$ cat config.mk
export PLATFORM = sky130hd
export DESIGN_NAME = mux_arbiter_rr
export DESIGN_NICKNAME = d
export VERILOG_FILES = /design/src/rtl/mux_arbiter_rr_pkg.sv /design/src/rtl/mux_out_stage.sv /design/src/rtl/mux_arbiter_rr.sv
export SDC_FILE = /design/constraint.sdc
export NUM_CORES = 1
export LEC_CHECK = 0
export BUFFER_PORTS_ARGS = -buffer_cell sky130_fd_sc_hd__buf_2
export CAP_MARGIN = 20
export CORE_MARGIN = 2
export CORE_UTILIZATION = 45
export DETAILED_ROUTE_END_ITERATION = 7
export PLACE_DENSITY = 0.66
export REMOVE_ABC_BUFFERS = 1
export SYNTH_ARGS = -nofsm -noshare
export SYNTH_HDL_FRONTEND = slang
export SYNTH_SLANG_ARGS = --single-unit
$ cat constraint.sdc
create_clock -name clk -period 6.2 [get_ports clk]
set_clock_uncertainty 0.15 [all_clocks]
set_input_delay 0.62 -clock clk [delete_from_list [all_inputs] [get_ports clk]]
set_output_delay 0.62 -clock clk [all_outputs]
set_load 0.05 [all_outputs]
$ cat src/rtl/mux_arbiter_rr_pkg.sv
// Shared definitions for the round-robin 2:1 mux arbiter: FSM state
// encodings, selector values and parameter defaults.
package mux_arbiter_rr_pkg;

  typedef enum logic [1:0] {
    ST_IDLE = 2'd0,
    ST_OWN0 = 2'd1,
    ST_OWN1 = 2'd2
  } state_t;

  localparam logic SEL_PORT0 = 1'b0;
  localparam logic SEL_PORT1 = 1'b1;

  localparam int DEFAULT_DATA_W    = 2;
  localparam int DEFAULT_MAX_BURST = 4;
  localparam int DEFAULT_CNT_W     = 3;

endpackage

$ cat src/rtl/mux_out_stage.sv
// Single-entry output register with valid/ready backpressure.
// A new word may be loaded whenever the stage is empty or is being drained
// in the same cycle, so a continuous stream runs at one word per clock.
module mux_out_stage #(
  parameter int DATA_W = 2
) (
  input  logic              clk,
  input  logic              reset,
  input  logic              load,
  input  logic [DATA_W-1:0] load_data,
  input  logic              ready_out,
  output logic [DATA_W-1:0] data_out,
  output logic              valid_out,
  output logic              can_load
);

  // Room for a new word when empty or when the held word leaves this cycle.
  assign can_load = !valid_out || ready_out;

  // Output register: load wins; otherwise a consumed word clears valid and
  // the data value is left as it was.
  always_ff @(posedge clk or posedge reset) begin
    if (reset) begin
      data_out  <= '0;
      valid_out <= 1'b0;
    end else if (load) begin
      data_out  <= load_data;
      valid_out <= 1'b1;
    end else if (ready_out) begin
      valid_out <= 1'b0;
    end
  end

endmodule

$ cat src/rtl/mux_arbiter_rr.sv
// Round-robin arbiter and sequencer for a shared 2:1 datapath mux.
// Two valid/ready producers compete for the mux; the owner streams words
// into a single-entry output stage, and a burst limit hands ownership to
// a waiting competitor after MAX_BURST consecutive transfers.
module mux_arbiter_rr
  import mux_arbiter_rr_pkg::*;
#(
  parameter int DATA_W    = DEFAULT_DATA_W,
  parameter int MAX_BURST = DEFAULT_MAX_BURST,
  parameter int CNT_W     = DEFAULT_CNT_W
) (
  input  logic              clk,
  input  logic              reset,
  input  logic              valid0,
  input  logic [DATA_W-1:0] data_in0,
  output logic              ready0,
  input  logic              valid1,
  input  logic [DATA_W-1:0] data_in1,
  output logic              ready1,
  output logic              selector,
  output logic [DATA_W-1:0] data_out,
  output logic              valid_out,
  input  logic              ready_out
);

  localparam logic [CNT_W-1:0] MAX_CNT = CNT_W'(MAX_BURST);
  localparam logic [CNT_W:0]   MAX_EXT = (CNT_W+1)'(MAX_BURST);

  state_t            state_reg, state_next;
  logic              last_reg, last_next;
  logic [CNT_W-1:0]  cnt_reg, cnt_next;

  logic              can_load;
  logic              load;
  logic [DATA_W-1:0] load_data;
  logic [CNT_W:0]    cnt_inc;
  logic              burst_done;
  logic              own_port;
  logic              own_valid;
  logic              other_valid;
  state_t            other_state;

  // Ownership decode: selector and readies come straight from the state
  // register, so there is no path from any valid input to a ready output.
  assign selector  = (state_reg == ST_OWN1) ? SEL_PORT1 : SEL_PORT0;
  assign ready0    = (state_reg == ST_OWN0) && can_load;
  assign ready1    = (state_reg == ST_OWN1) && can_load;
  assign load      = (valid0 && ready0) || (valid1 && ready1);
  assign load_data = (selector == SEL_PORT1) ? data_in1 : data_in0;

  // Burst bookkeeping in one extra bit so a saturated count cannot wrap.
  // ">=" also covers a competitor arriving after the count has saturated.
  assign cnt_inc    = {1'b0, cnt_reg} + 1'b1;
  assign burst_done = (cnt_inc >= MAX_EXT);

  assign own_port    = (state_reg == ST_OWN1);
  assign own_valid   = own_port ? valid1 : valid0;
  assign other_valid = own_port ? valid0 : valid1;
  assign other_state = own_port ? ST_OWN0 : ST_OWN1;

  // State, last-owner and burst-count registers.
  always_ff @(posedge clk or posedge reset) begin
    if (reset) begin
      state_reg <= ST_IDLE;
      last_reg  <= 1'b1;
      cnt_reg   <= '0;
    end else begin
      state_reg <= state_next;
      last_reg  <= last_next;
      cnt_reg   <= cnt_next;
    end
  end

  // Next-state logic: IDLE arbitrates, an owner keeps the grant until it
  // drops valid or exhausts its burst while the other port is waiting.
  always_comb begin
    state_next = state_reg;
    last_next  = last_reg;
    cnt_next   = cnt_reg;
    case (state_reg)
      ST_IDLE: begin
        cnt_next = '0;
        if (valid0 && valid1) begin
          state_next = last_reg ? ST_OWN0 : ST_OWN1;
        end else if (valid0) begin
          state_next = ST_OWN0;
        end else if (valid1) begin
          state_next = ST_OWN1;
        end
      end
      ST_OWN0, ST_OWN1: begin
        if (!own_valid) begin
          state_next = other_valid ? other_state : ST_IDLE;
          cnt_next   = '0;
          last_next  = own_port;
        end else if (load) begin
          if (burst_done && other_valid) begin
            state_next = other_state;
            cnt_next   = '0;
            last_next  = own_port;
          end else begin
            cnt_next = burst_done ? MAX_CNT : cnt_inc[CNT_W-1:0];
          end
        end
      end
      default: begin
        state_next = ST_IDLE;
        cnt_next   = '0;
      end
    endcase
  end

  mux_out_stage #(
    .DATA_W (DATA_W)
  ) u_out_stage (
    .clk       (clk),
    .reset     (reset),
    .load      (load),
    .load_data (load_data),
    .ready_out (ready_out),
    .data_out  (data_out),
    .valid_out (valid_out),
    .can_load  (can_load)
  );

endmodule

Yosys cells after proc, flatten, opt, wreduce, memory -nomap -nowiden:

Index checks and enable logic that the tools add are counted.

* flip-flop bits (word level): 9
* output and inout bits: 6
* bits of input ports: 9
* logic and storage cells: 52

* equal/unequal tests: 7
* muxes and demuxes: 24
* reduce and logical (&&, ||, !) cells: 14
* add/subtract/negate cells: 1
* order comparisons: 1

Operator list (count)
* 2-bit two-way mux: 10
* 3-bit two-way mux: 5
* 1-bit two-way mux: 8
* 1-bit logical AND: 6
* 3-bit != test (second input constant): 2
* 3-bit AND reduction: 2
* 3-bit by 1-bit adder with 4-bit output (second input constant): 1
* 4-bit by 3-bit >= comparator with 1-bit output (second input constant): 1
* 4-bit != test (second input constant): 1
* 2-bit case mux with 2 select lines: 1
* 2-bit by 1-bit == test with 1-bit output (second input constant): 1
* 2-bit == test (second input constant): 1
* 2-bit logical NOT: 1
* 1-bit logical OR: 2
* 2-bit by 1-bit != test with 1-bit output (second input constant): 1
* 2-bit != test (second input constant): 1
* 2-bit nonzero test: 1
* 2-bit OR reduction: 1
* 1-bit logical NOT: 1

Depth between registers and ports, before layout:

* depth after elaboration: 8
* gate-level depth with buffers: 9
* gate-level depth less buffers: 7

Cells and area by module:

From an unflattened synthesis, not the netlist that was laid out.

* cells, all modules: 66
* area total of the unflattened synthesis: 656.9 sq um

By module, submodules not included
* mux_arbiter_rr: area an instance 540.5 sq um, times used 1, seq. area each 151.4 sq um, cells an instance 58
* mux_out_stage: area an instance 116.4 sq um, times used 1, seq. area each 75.1 sq um, cells an instance 8

Worst setup path after synthesis:

OpenSTA, ideal clock, no wires.

* path type: register -> register
* start point: register state_reg[0]
* end point: register state_reg[0]
* cell stages (with the launch flop): 10
* clock period less this slack: 2.723 ns
* required time: 5.923 ns
* path buffers: 2
* slack: 3.477 ns
* arrival: 2.445 ns
* setup time: 0.127 ns
* cells stage by stage: dfrtp_1 > inv_1 > ha_1 > buf_4 > a22oi_2 > nand2b_4 > buf_6 > or3_4 > a32o_1 > mux2_1

* word-level cells in the longest chain between the ends: 6
* elaborated cells between the ends (all ways): 22
* those cells by class: eq/ne (5); mux (8); reduce/logical (9)

RTL lines
* start: declaration: RTL line mux_arbiter_rr.sv:29 `state_t state_reg, state_next;`
* start signal: assignment: RTL line mux_arbiter_rr.sv:68 `state_reg <= state_next;`
* 2-bit == test or 2-bit by 1-bit == test with 1-bit output (tied branches)
* 2-bit two-way mux, or another cell as far along: RTL line mux_arbiter_rr.sv:59 `assign other_state = own_port ? ST_OWN0 : ST_OWN1;`
* 2-bit two-way mux or 1-bit logical AND (tied branches): RTL line mux_arbiter_rr.sv:97, mux_arbiter_rr.sv:48
* 2-bit two-way mux or 1-bit logical OR (tied branches): RTL line mux_arbiter_rr.sv:96, mux_arbiter_rr.sv:48
* 2-bit two-way mux or 3-bit != test (tied branches)
* 2-bit case mux with 2 select lines or 3-bit AND reduction (tied branches)

Parallel ways exist; a longest one is shown, timed or not. The select of a mux whose other input is x is not followed.
A chain may end at the register's enable or synchronous reset.

Final worst setup path:

Ends and elaborated chain as after synthesis.

==> flow_summary.yaml <==
critical_path:
  crit_arrival_ns: 2.53
  r2r_setup_slack_ns: 3.66
  cp_slowest_cell: "ha_1"
  crit_path_cell_trace: "inv_1 -> ha_1 -> a22oi_2 -> nand2b_4 -> or3_4 -> a32o_1 -> mux2_1"
  worstPathRequired_ns: 6.18
  worstReg2RegEnd: "state_reg[0]"
  cp_max_fo: 11
  max_stage_delay_ns: 0.43
  startpoint: "state_reg[0]"
  r2r_cells: 7
  path_class: "reg2reg"
  path_delay_family: "simple AND/OR/NAND/NOR gates"
  end_kind: "register"
  path_buf_inv: 1
  critPathLaunchType: "register"
  r2r_start: "state_reg[0]"
synthesis:
  synth_top_area_cell: "dfrtp_1"
  synth-simple-area-share_pct: 24.1
  ys_ff_latch: 9
  synth.distinct_cells: 29
  async_flop_share_pct: 100
  synthTopCellsByArea: "dfrtp_1 (32%), ha_1 (10%), nand2_1 (6.0%)"
  synth_xor_area_share_pct: 0
  synth_seq_area_share_pct: 36.3
  synth_top_family_by_area: "simple AND/OR/NAND/NOR gates"
  synth_ff_type: "dfrtp_1"
  avgSynthCellArea_sq_um: 9.30
  synth_compound_area_share_pct: 13.9
  yosys_warnings: 0
  synth_area_sq_um: 623
  synth.area.mux_share_pct: 10.2
  synth_top_area_share_pct: 32.1
  syn_inst: 67
  yosysMostFrequentCell: "nand2_1"
  synth_common_cells: "nand2_1 (10), dfrtp_1 (8), ha_1 (5)"
  synth_edf_count: 0
  synthAdderAreaFrac_pct: 10.0
clocking:
  cts_hold_buffers: 0
  tritoncts: "yes"
  path_clk_slew_ns: 0.06
  ctsResizeCount: 0
  cts-htree-levels: 1
  insertion_delay_ns: 0.25
  cts_root_buf: "clkbuf_4"
  cts_made_buffers: 3
  cts_sinks: 9
  post_cts_buffers: 0
  cts_buffer_depth: 2
final_layout:
  drive_above_1_share_pct: 27.7
  largest_reg_flops: 3
  num-nets-final: 98
  fin_util_pct: 55.3
  diodes: 0
  syn2layout_area_growth_pct: 15.5
  stdcell_area_sq_um: 719
timing:
  hold_violations: 0
  rsz0062_at_grt: "false"
  setup_viol: 0
  tightestPinTransition_ns: 0.444
  fin_crit_sh_pct: 41.0
  max_slew_margin_pct: 70.4
  period_needed_ns: 2.54
  fmax_mhz: 393
  fin_setup_tns_ns: 0
  drv_slew: 0
  timing.hold.ws_ns: 0.169
flow_run:
  maxCapViolCount: 0
die:
  dieArea_sq_um: 1700
  core_sq_um: 1300
  die_y_um: 41.2
  rows: 13
  initial_utilization_pct: 47.9
  die_w_um: 41.2
  num_io_pins: 15
global_route:
  grt_use_total_pct: 16.6
  grt_pass1_wl_um: 1840
  grt_pass1_vias: 478
  grt.met2_usage_pct: 28.1
  antenna_found_initial: 0
  grt_max_degree: 12
  met3_usage_pct: 5.43
  overflow: 0
  gr-usage-met1_pct: 19.5
  grt_most_used_layer: "met2"
route:
  first_pass_iters: 4
  antenna_left: 0
  drc: 0
  drt_iter0_markers: 5
  wirelength_um: 1140
  vias: 525
  routed_via_density: 5.36
  drt-wirelength-per-cell_um: 11.6
min_path:
  hold_class: "in2async"
power:
  p_leak_nw: 0.363
  peakVddDrop_mv: 0.255
  pwr_density_cell_nw_per_um2: 502
run_status:
  status: "finished clean"
placed_design:
  place_area_sq_um: 693
  portBuffers: 14
  dpl.hpwl_um: 948
  gp_congestion: 0.815
-- area by class of cell --
| type | instances | area, sq um |
|---|---|---|
| clock buffer | 4 | 26.3 |
| inverter | 4 | 15.0 |
| multi-input combinational | 52 | 363 |
| tap | 15 | 18.8 |
| timing repair buffer | 14 | 70.1 |
| sequential | 9 | 226 |
| fill | 129 | 582 |
-- worst reg2reg max path: stages (launching register included) --
cell      delay, ns
dfrtp_1        0.42
inv_1          0.10
ha_1           0.43
a22oi_2        0.17
nand2b_4       0.21
or3_4          0.35
a32o_1         0.28
mux2_1         0.32
-- kinds of logic (layout without fill, tap and decap cells) --
family                   Yosys count  after routing
AND/OR/NAND/NOR                   28             28
AO/OA/AOI/OAI                     13             13
flip-flops                         9              9
multiplexers                       6              6
buffers and inverters              6             22
adder cells (fa/ha/maj)            5              5
-- power breakdown --
| group | internal, mW | total [mW] | switching, mW |
|---|---|---|---|
| Sequential | 0.0814 | 0.0952 | 0.0138 |
| Combinational | 0.0740 | 0.221 | 0.147 |
| Clock | 0.0247 | 0.0446 | 0.0199 |
-- through the flow --
| stage | setup WS (ns) | cells | power (mW) |
|---|---|---|---|
| 3_3_place_gp | 3.75 | 94 | 0.315 |
| 2_1_floorplan | 3.48 | 65 | 0.273 |
| 6_report | 3.66 | 98 | 0.361 |
| 5_1_grt | 3.52 | 98 | 0.390 |
| 3_5_place_dp | 3.65 | 94 | 0.319 |
| 4_1_cts | 3.64 | 98 | 0.363 |
-- cells in the final DEF (no fill, tap or decap), types with 4 or more instances in the layout --
master	synthesis	routed
nor2_1	4	4
nand2_1	10	10
dfrtp_1	8	8
buf_2	0	14
ha_1	5	5
inv_1	4	4
-- worst max path at each step --
| stage | end | cells past startpoint |
|---|---|---|
| global placement | state_reg[0] | 7 |
| global route | state_reg[0] | 7 |
| detailed placement | state_reg[0] | 7 |
| floorplan | state_reg[0] | 7 |
| finish | state_reg[0] | 7 |
| CTS | state_reg[0] | 7 |
-- metal layers --
layer,part of all wire [%],vias up
met5,0,-
met3,4.4,2
met1,43,244
li1,-,262
met2,51,17
met4,1.2,0
Note: power is estimated with default switching activity, not from simulation.
